--- config.mk ---
export PLATFORM = sky130hd
export DESIGN_NAME = rapcores_spi_host
export DESIGN_NICKNAME = d
export VERILOG_FILES = /design/src/rtl/rapcores_spi_host_pkg.sv /design/src/rtl/rapcores_spi_host_sck_gen.sv /design/src/rtl/rapcores_spi_host.sv
export SDC_FILE = /design/constraint.sdc
export NUM_CORES = 1
export LEC_CHECK = 0
export BUFFER_PORTS_ARGS = -buffer_cell sky130_fd_sc_hd__buf_2
export CORE_MARGIN = 1
export CORE_UTILIZATION = 50
export DETAILED_ROUTE_END_ITERATION = 10
export GPL_ROUTABILITY_DRIVEN = 0
export PLACE_DENSITY_LB_ADDON = 0.2
export SYNTH_ARGS = -nofsm -noshare
export SYNTH_HDL_FRONTEND = slang
export SYNTH_SLANG_ARGS = --single-unit
--- constraint.sdc ---
create_clock -name CLK -period 4.3 [get_ports CLK]
set_input_delay 0.215 -clock CLK [delete_from_list [all_inputs] [get_ports CLK]]
set_output_delay 0.215 -clock CLK [all_outputs]
set_load 0.02 [all_outputs]
--- src/rtl/rapcores_spi_host_pkg.sv ---
// Shared types for the RAPcores SPI host.
// FSM state encoding and chip-select decode.
package rapcores_spi_host_pkg;

    typedef enum logic [2:0] {
        ST_IDLE,
        ST_SETUP,
        ST_SHIFT,
        ST_LINGER,
        ST_HOLD,
        ST_GAP
    } state_e;

    // CS is driven low in every state that belongs to an open transaction
    function automatic logic cs_active(input state_e s);
        return (s == ST_SETUP) || (s == ST_SHIFT) ||
               (s == ST_LINGER) || (s == ST_HOLD);
    endfunction

endpackage

--- src/rtl/rapcores_spi_host_sck_gen.sv ---
// SCK divider for the RAPcores SPI host.
// Toggles SCK every CLK_DIV cycles; strobes mark the edge about to happen.
module rapcores_spi_host_sck_gen #(
    parameter int CLK_DIV = 2
) (
    input  logic clk_i,
    input  logic rst_ni,
    input  logic en_i,
    input  logic clr_i,
    output logic sck_o,
    output logic rise_o,
    output logic fall_o
);

    localparam int DW = (CLK_DIV > 1) ? $clog2(CLK_DIV) : 1;

    logic [DW-1:0] div_q, div_d;
    logic          ph_q, ph_d;
    logic          wrap;

    assign wrap   = (div_q == DW'(CLK_DIV - 1));
    assign rise_o = en_i && !clr_i && wrap && !ph_q;
    assign fall_o = en_i && !clr_i && wrap && ph_q;
    assign sck_o  = ph_q;

    // divider next state; clear forces SCK low and restarts the half-period
    always_comb begin
        div_d = div_q;
        ph_d  = ph_q;
        if (clr_i) begin
            div_d = '0;
            ph_d  = 1'b0;
        end else if (en_i) begin
            if (wrap) begin
                div_d = '0;
                ph_d  = !ph_q;
            end else begin
                div_d = div_q + DW'(1);
            end
        end
    end

    // divider registers
    always_ff @(posedge clk_i or negedge rst_ni) begin
        if (!rst_ni) begin
            div_q <= '0;
            ph_q  <= 1'b0;
        end else begin
            div_q <= div_d;
            ph_q  <= ph_d;
        end
    end

endmodule

--- src/rtl/rapcores_spi_host.sv ---
// RAPcores SPI host: mode 0, MSB first, valid/ready word stream.
// Kept words share one CS-low window; abort drops the partial word.
module rapcores_spi_host
    import rapcores_spi_host_pkg::*;
#(
    parameter int WORD_BITS = 64,
    parameter int CLK_DIV   = 2,
    parameter int CS_SETUP  = 2,
    parameter int CS_HOLD   = 2,
    parameter int CS_GAP    = 4
) (
    input  logic                 CLK,
    input  logic                 resetn,
    input  logic [WORD_BITS-1:0] tx_data,
    input  logic                 tx_keep,
    input  logic                 tx_valid,
    output logic                 tx_ready,
    output logic [WORD_BITS-1:0] rx_data,
    output logic                 rx_valid,
    input  logic                 abort,
    output logic                 busy,
    output logic                 SCK,
    output logic                 CS,
    output logic                 COPI,
    input  logic                 CIPO
);

    localparam int BW   = $clog2(WORD_BITS);
    localparam int TMAX = (CS_SETUP > CS_HOLD) ?
                          ((CS_SETUP > CS_GAP) ? CS_SETUP : CS_GAP) :
                          ((CS_HOLD > CS_GAP) ? CS_HOLD : CS_GAP);
    localparam int TW   = $clog2(TMAX + 1);

    state_e                 state_q, state_d;
    logic [TW-1:0]          tmr_q, tmr_d;
    logic [BW-1:0]          bit_q, bit_d;
    logic [WORD_BITS-1:0]   tx_sh_q, tx_sh_d;
    logic [WORD_BITS-1:0]   rx_sh_q, rx_sh_d;
    logic [WORD_BITS-1:0]   rx_data_q, rx_data_d;
    logic                   rx_valid_q, rx_valid_d;
    logic                   keep_q, keep_d;
    logic                   sync1_q, sync2_q;
    logic                   accept;
    logic                   sck_en, sck_clr;
    logic                   sck_rise, sck_fall;

    assign tx_ready = (state_q == ST_IDLE) || (state_q == ST_LINGER);
    assign accept   = tx_valid && tx_ready;
    assign sck_en   = (state_q == ST_SHIFT) && !abort;
    assign sck_clr  = !sck_en;
    assign CS       = !cs_active(state_q);
    assign busy     = (state_q != ST_IDLE);
    assign COPI     = tx_sh_q[WORD_BITS-1];
    assign rx_data  = rx_data_q;
    assign rx_valid = rx_valid_q;

    rapcores_spi_host_sck_gen #(
        .CLK_DIV(CLK_DIV)
    ) u_sck (
        .clk_i (CLK),
        .rst_ni(resetn),
        .en_i  (sck_en),
        .clr_i (sck_clr),
        .sck_o (SCK),
        .rise_o(sck_rise),
        .fall_o(sck_fall)
    );

    // two-flop synchroniser on the peripheral data input
    always_ff @(posedge CLK or negedge resetn) begin
        if (!resetn) begin
            sync1_q <= 1'b0;
            sync2_q <= 1'b0;
        end else begin
            sync1_q <= CIPO;
            sync2_q <= sync1_q;
        end
    end

    // transaction FSM, shift registers and phase timers
    always_comb begin
        state_d    = state_q;
        tmr_d      = tmr_q;
        bit_d      = bit_q;
        tx_sh_d    = tx_sh_q;
        rx_sh_d    = rx_sh_q;
        rx_data_d  = rx_data_q;
        rx_valid_d = 1'b0;
        keep_d     = keep_q;
        if (abort && cs_active(state_q)) begin
            state_d = ST_GAP;
            tmr_d   = '0;
            bit_d   = '0;
            tx_sh_d = '0;
            rx_sh_d = '0;
        end else begin
            unique case (state_q)
                ST_IDLE: begin
                    if (accept) begin
                        tx_sh_d = tx_data;
                        keep_d  = tx_keep;
                        tmr_d   = '0;
                        bit_d   = '0;
                        state_d = ST_SETUP;
                    end
                end
                ST_SETUP: begin
                    if (tmr_q == TW'(CS_SETUP - 1)) begin
                        tmr_d   = '0;
                        state_d = ST_SHIFT;
                    end else begin
                        tmr_d = tmr_q + TW'(1);
                    end
                end
                ST_SHIFT: begin
                    if (sck_rise) begin
                        rx_sh_d = {rx_sh_q[WORD_BITS-2:0], sync2_q};
                    end
                    if (sck_fall) begin
                        if (bit_q == BW'(WORD_BITS - 1)) begin
                            bit_d      = '0;
                            tmr_d      = '0;
                            rx_valid_d = 1'b1;
                            rx_data_d  = rx_sh_q;
                            state_d    = keep_q ? ST_LINGER : ST_HOLD;
                        end else begin
                            bit_d   = bit_q + BW'(1);
                            tx_sh_d = tx_sh_q << 1;
                        end
                    end
                end
                ST_LINGER: begin
                    if (accept) begin
                        tx_sh_d = tx_data;
                        keep_d  = tx_keep;
                        bit_d   = '0;
                        state_d = ST_SHIFT;
                    end
                end
                ST_HOLD: begin
                    if (tmr_q == TW'(CS_HOLD - 1)) begin
                        tmr_d   = '0;
                        state_d = ST_GAP;
                    end else begin
                        tmr_d = tmr_q + TW'(1);
                    end
                end
                ST_GAP: begin
                    if (tmr_q == TW'(CS_GAP - 1)) begin
                        tmr_d   = '0;
                        state_d = ST_IDLE;
                    end else begin
                        tmr_d = tmr_q + TW'(1);
                    end
                end
                default: begin
                    state_d = ST_IDLE;
                end
            endcase
        end
    end

    // FSM and datapath registers
    always_ff @(posedge CLK or negedge resetn) begin
        if (!resetn) begin
            state_q    <= ST_IDLE;
            tmr_q      <= '0;
            bit_q      <= '0;
            tx_sh_q    <= '0;
            rx_sh_q    <= '0;
            rx_data_q  <= '0;
            rx_valid_q <= 1'b0;
            keep_q     <= 1'b0;
        end else begin
            state_q    <= state_d;
            tmr_q      <= tmr_d;
            bit_q      <= bit_d;
            tx_sh_q    <= tx_sh_d;
            rx_sh_q    <= rx_sh_d;
            rx_data_q  <= rx_data_d;
            rx_valid_q <= rx_valid_d;
            keep_q     <= keep_d;
        end
    end

endmodule
==> impl_metrics.tcl, run 1 <==
set metrics [dict create \
    drc 0 \
    grt_max_degree 129 \
    netlist_instances 826 \
    vias 6340 \
    power.density_nw_per_um2 555 \
    worst_slack_ps 1560 \
    htree_num_levels 1 \
    drive_above_1_share_pct 26.9 \
    initial_core_util_pct 51.8 \
    first_pass_iters 5 \
    critPathSlowestCell "buf_4" \
    fin_crit_ps 2740 \
    clkSlewWorstSetupHoldPaths_ps 60 \
    combPwrFrac_pct 28.5 \
    vias_per_cell 5.37 \
    cts_buffer_depth 3 \
    drt_first_iter_violations 436 \
    synth_top_area_cell "dfrtp_1" \
    ys_warn_count 0 \
    crit_chain "or2_1 -> a21oi_4 -> buf_4 -> buf_2" \
    fp-row-count 48 \
    port_buffers 139 \
    clock-skew-final_ps 13.5 \
    p_leak_nw 5.06 \
    cp_data_arrival_time_ps 2520 \
    switching_share_pct 33.7 \
    syn_area_um2 9090 \
    synth.area.top_cells "dfrtp_1 (58%), nand2_1 (8.7%), mux2_2 (8.1%)" \
    max_stage_delay_ps 570 \
    hpwl_um 11000 \
    ys_types 45 \
    grt_pass1_wl_um 29400 \
    postCtsSetupRepairBufs 0 \
    maxSlewViolCount 0 \
    core_um2 17500 \
    ys_seq_area_share_pct 57.8 \
    wl_per_cell_um 15.5 \
    overflow 0 \
    vdd_drop_max_mv 0.406 \
    critical_path_required_ps 4090 \
    worstSetupEndpointType "output pin" \
    die_w_um 137 \
    yosysTopAreaCellShare_pct 57.8 \
    place_ws_ps 1700 \
    clock_latency_ps 510 \
    p_sw_w 0.00199 \
    grt_pass1_vias 5795 \
    grt_use_total_pct 19.5 \
    die-area_um2 18700 \
    final_util_pct 60.6 \
    sequentialPowerShare_pct 40.0 \
    cts_tree "built" \
    ant_nets 0 \
    fin_crit_sh_pct 63.6 \
    relSlewSlack_pct 40.7 \
    rsz0062_at_grt "false" \
    cts_made_buffers 22 \
    setup_viol 0 \
    netlist_top_cells_count "dfrtp_1 (210), nand2_1 (210), o31ai_1 (66), mux2_2 (65), mux2i_1 (63)" \
    cap_violations 0 \
    cts-root-buf "clkbuf_16" \
    p_int_w 0.00392 \
    pwr-share-clk_pct 31.4 \
    io_pins 140 \
    ys_async_sr_fraction_pct 100 \
    synth_edf_count 0 \
    syn_nets 901 \
    area_delta_synth_final_pct 16.9 \
    insertedDiodeCount 0 \
    antenna_found_initial 0 \
    syn_area_per_cell_um2 11.0 \
    startpoint_type "register" \
    tightest_slew_ps 890 \
    fin_nets 1017 \
    synth_ff_type "dfrtp_1" \
    fp.dieH_um 137 \
    ys_seq_elements 210 \
    hold_viol 0 \
    wl_um 18300 \
    path_max_fanout 41 \
    hold_class "input pin to register" \
    critPathKind "register to output pin" \
    tns_ps 0 \
    fmax_ghz 0.365 \
    numClockSinks 210 \
    outcome "finished clean" \
]
## flip-flops by register name, summed over array words and instances (netlist names), 3 cells and up
| name | cells |
|---|---|
| rx_data | 64 |
| bit_q | 6 |
| tmr_q | 3 |
| state_q | 3 |
| tx_sh_q | 64 |
| rx_sh_q | 64 |
## power by group through the flow
stage | sequential (W) | combinational, W | clock, W
floorplan | 0.00234 | 0.00144 | 0
global placement | 0.00239 | 0.00168 | 0
detailed placement | 0.00240 | 0.00170 | 0
CTS | 0.00236 | 0.00171 | 0.00190
global route | 0.00240 | 0.00190 | 0.00197
finish | 0.00236 | 0.00168 | 0.00186
## layout make-up
class	count	area, µm²
Multi-Input combinational cell	545	3510
Inverter	9	33.8
Timing Repair Buffer	154	840
Clock buffer	32	648
Tap cell	225	282
Fill cell	1529	6910
Clock inverter	5	61.3
Sequential cell	210	5260
## critical path, delay by kind of cell, from the launching register on
family | cells | cell delay [ps]
flip-flops | 1 | 540
AO/OA/AOI/OAI | 1 | 180
AND/OR/NAND/NOR | 1 | 400
buffers and inverters | 2 | 860
## what timing repair did
item	in CTS	in global routing
endpoints found under the hold margin	107	0
resized for setup	0	0
hold buffers	4	0
## metal layers
metal  GRT usage (%)  routed length [µm]  vias up
met5           0.833                   0        -
li1                -                   -     3096
met2            29.2                8010      155
met3            4.15                1230       31
met1            28.7                8700     3058
met4            5.68                 355        0
## logic make-up after synthesis
kind of cell	after synthesis	synth area share, %
and+or+nand+nor	247	11.1
DFF	210	57.8
AOI/OAI and AO/OA	162	11.2
muxes	128	15.0
buffers and inverters	71	3.87
adders and majority gates	5	0.688
xor gates and xnor gates	3	0.289
## stage by stage
step | hold WS, ps | total power [W] | area (µm²) | instances
final | 49.3 | 0.00590 | 10600 | 1180
after global routing | 48.1 | 0.00626 | 10600 | 1180
after CTS | 31.9 | 0.00597 | 10600 | 1180
after detailed placement | 344 | 0.00410 | 9880 | 1139
after global placement | 333 | 0.00407 | 9880 | 1139
after floorplan | -80.6 | 0.00377 | 9090 | 826
## final timing paths
kind                                           endpoint                   start  slack, ps  depth (start not counted)
worst min register to register        sync2_q$_DFF_PN0_       sync1_q$_DFF_PN0_        350                          0
worst min-delay path             tx_sh_q[9]$_DFFE_PN0P_              tx_data[9]         50                          3
max in group asynchronous       rx_sh_q[30]$_DFFE_PN0P_                  resetn       2890                          3
min in group asynchronous       tx_sh_q[15]$_DFFE_PN0P_                  resetn        390                          2
worst max register to register  rx_data[37]$_DFFE_PN0P_    bit_q[0]$_DFFE_PN0P_       1700                          6
worst max-delay path                           tx_ready  state_q[0]$_DFFE_PN0P_       1560                          4
## cells in the final DEF (no fill, tap or decap), types with 2 or more instances in the layout
master         count
dlygate4sd3_1      4
nor2b_1            2
o31ai_1           66
nor2_1             8
ha_1               5
or3_1              2
nand2b_1           2
o21ai_0           31
clkbuf_8           7
nand2_1          210
nand3_1            5
nand3b_1           4
clkinv_2           3
o211ai_1           2
clkbuf_16         22
a21oi_1           52
inv_1              9
nor3b_1            2
a32o_1             2
mux2i_1           63
mux2_2            65
buf_2            138
xnor2_1            2
buf_4             10
clkbuf_1           4
dfrtp_1          210
(Power assumes the default switching activity.)
==> run 2: changes to the inputs <==
--- a/config.mk
+++ b/config.mk
@@ -5,6 +5,7 @@
 export SDC_FILE = /design/constraint.sdc
 export NUM_CORES = 1
 export LEC_CHECK = 0
+export ABC_AREA = 1
 export BUFFER_PORTS_ARGS = -buffer_cell sky130_fd_sc_hd__buf_2
 export CORE_MARGIN = 1
 export CORE_UTILIZATION = 50
==> constraint.sdc (replaced) <==
create_clock -name CLK -period 2.7 [get_ports CLK]
set_input_delay 0.135 -clock CLK [delete_from_list [all_inputs] [get_ports CLK]]
set_output_delay 0.135 -clock CLK [all_outputs]
set_load 0.02 [all_outputs]
==> run 2 against run 1 <==
Effect of this change:
- die area up 8.2%
- sequential power up 61%
- register-to-register slack worse by 1400 ps
- total power up 86%
- non-clock buffer count up 11
- global-route usage up 2.4 points
- critical path depth up 5
- hold slack worse by 1.5 ps
- cell area up 8.1%
- utilization down 0.18 points
- combinational power up 150%
- clock skew down 1.6 ps
- largest cell class unchanged
- highest routed layer unchanged
==> impl_metrics.tcl, run 2 <==
set metrics [dict create \
    fin_nets 1432 \
    startpoint_type "register" \
    initial_core_util_pct 51.7 \
    worst_slack_ps 336 \
    setup_viol 0 \
    vias_per_cell 4.98 \
    clkSlewWorstSetupHoldPaths_ps 60 \
    worstSetupEndpointType "register" \
    tightest_slew_ps 762 \
    path_max_fanout 68 \
    numClockSinks 210 \
    vdd_drop_max_mv 0.681 \
    antenna_found_initial 0 \
    netlist_instances 1249 \
    cts-root-buf "clkbuf_16" \
    fin_crit_ps 2360 \
    r2r_start "state_q[2]$_DFFE_PN0P_" \
    synth_edf_count 0 \
    regToRegEndpoint "rx_data[14]$_DFFE_PN0P_" \
    cp_data_arrival_time_ps 2740 \
    holdWs_ps 47.8 \
    hold_depth 7 \
    ant_nets 0 \
    synth_most_common_cell "nand2_1" \
    die_w_um 142 \
    n_fill_cell 1749 \
    overflow 0 \
    drc 0 \
    maxSlewViolCount 0 \
    wl_um 21700 \
    grt_pass1_wl_um 36600 \
    switching_share_pct 39.0 \
    port_buffers 139 \
    combPwrFrac_pct 37.8 \
    fp.dieH_um 142 \
    syn_area_per_cell_um2 7.88 \
    syn_nets 1324 \
    area_delta_synth_final_pct 16.8 \
    vias 8127 \
    drt_first_iter_violations 601 \
    io_pins 140 \
    fin_crit_sh_pct 87.6 \
    tns_ps 0 \
    power.density_nw_per_um2 957 \
    netlist_top_cells_count "nand2_1 (445), dfrtp_1 (210), nand3_1 (186), inv_1 (142), o21ai_0 (107)" \
    hpwl_um 12700 \
    sequentialPowerShare_pct 34.5 \
    cts_made_buffers 23 \
    clock-skew-final_ps 11.9 \
    pwr-share-clk_pct 27.7 \
    first_pass_iters 5 \
    fmax_ghz 0.423 \
    cts_tree "built" \
    clock_latency_ps 500 \
    core_um2 19000 \
    htree_num_levels 1 \
    ys_seq_area_share_pct 53.4 \
    wl_per_cell_um 13.3 \
    synth_ff_type "dfrtp_1" \
    p_int_w 0.00670 \
    hold_viol 0 \
    outcome "finished clean" \
    hold_class "input pin to register" \
    syn_area_um2 9840 \
    synth.area.top_cells "dfrtp_1 (53%), nand2_1 (17%), nand3_1 (9.5%)" \
    critical_path_required_ps 3080 \
    place_ws_ps 341 \
    cap_violations 0 \
    power_w 0.0110 \
    grt_use_total_pct 21.9 \
    grt_pass1_vias 7579 \
    holdCritStartpoint "tx_data[20]" \
    fp-row-count 50 \
    final_cell_mix "nand2_1 (442), dfrtp_1 (210), nand3_1 (185), inv_1 (142), buf_2 (138)" \
    die-area_um2 20200 \
    cts_buffer_depth 3 \
    ys_warn_count 0 \
    worst-r2r-cell-count 9 \
    yosysTopAreaCellShare_pct 53.4 \
    fin_area_um2 11500 \
    synth_top_area_cell "dfrtp_1" \
    critPathKind "register to register" \
    p_sw_w 0.00429 \
    relSlewSlack_pct 49.1 \
    ys_async_sr_fraction_pct 100 \
    placed_area_um2 10700 \
    drive_above_1_share_pct 15.6 \
    hold_end "tx_sh_q[20]$_DFFE_PN0P_" \
    final_common_cell "nand2_1" \
    insertedDiodeCount 0 \
    ys_types 30 \
    p_leak_nw 6.39 \
    cts-resized-gates 0 \
    ys_seq_elements 210 \
    ff2ff_setup_slack_ps 340 \
    grt_max_degree 82 \
    rsz0062_at_grt "false" \
]
## run 2: cell types whose count changed after synthesis, sizes merged, moves of 65 or more
cell / delta
o31ai: -66
nand3: +183
nand2: +238
o21ai: +82
mux2: -65
inv: +136
## run 2: logic make-up after synthesis
logic type	after synthesis	synth area share [%]
AOI/OAI and AO/OA	140	7.53
adders and majority gates	5	0.636
buffers and inverters	233	10.2
DFF	210	53.4
and+or+nand+nor	661	28.2
## run 2: worst max-delay path by stage
stage / startpoint / end
floorplan: state_q[0]$_DFFE_PN0P_ / tx_sh_q[51]$_DFFE_PN0P_
global placement: state_q[1]$_DFFE_PN0P_ / tx_sh_q[30]$_DFFE_PN0P_
detailed placement: state_q[2]$_DFFE_PN0P_ / rx_data[13]$_DFFE_PN0P_
CTS: state_q[2]$_DFFE_PN0P_ / rx_data[13]$_DFFE_PN0P_
global route: state_q[2]$_DFFE_PN0P_ / rx_data[14]$_DFFE_PN0P_
finish: state_q[2]$_DFFE_PN0P_ / rx_data[14]$_DFFE_PN0P_
## run 2: final cells by class
type | count | area, µm² | share of cell area [%]
sequential | 210 | 5260 | 45.7
multi-input combinational | 806 | 3610 | 31.4
clock inverter | 7 | 63.8 | 0.555
inverter | 151 | 567 | 4.93
clock buffer | 32 | 669 | 5.82
timing repair buffer | 165 | 1000 | 8.70
tap | 260 | 325 | 2.83
## run 2: routing by layer
layer,vias to the layer above,track usage [%],routed length [µm]
li1,4134,-,-
met1,3767,30.9,10100
met2,195,35.8,10100
met3,31,3.16,1160
met4,0,5.26,367
met5,-,0,0
## run 2: timing repair
| item | CTS | global route |
|---|---|---|
| setup buffers | 0 | 0 |
| hold buffers | 5 | 0 |
| endpoints found under the hold margin | 80 | 0 |
## run 2: metrics by stage
stage,instances,util (%)
after floorplan,1249,-
after global placement,1587,56.3
after detailed placement,1587,56.3
after CTS,1631,60.4
after global routing,1631,60.4
final,1631,60.4
## run 2: power by group through the flow
stage | Combinational [W] | Clock, W | Sequential (W)
floorplan | 0.00332 | 0 | 0.00379
global placement | 0.00413 | 0 | 0.00383
detailed placement | 0.00417 | 0 | 0.00384
CTS | 0.00421 | 0.00313 | 0.00379
global route | 0.00475 | 0.00325 | 0.00384
finish | 0.00416 | 0.00305 | 0.00379
## run 2: critical path, stage by stage (launching register included)
cell	delay, ps
dfrtp_1	470
nor2_4	160
nand3_2	120
inv_2	100
nand2_1	50
nor2_1	160
nand3_4	520
buf_4	450
nand2_1	70
o21ai_0	80
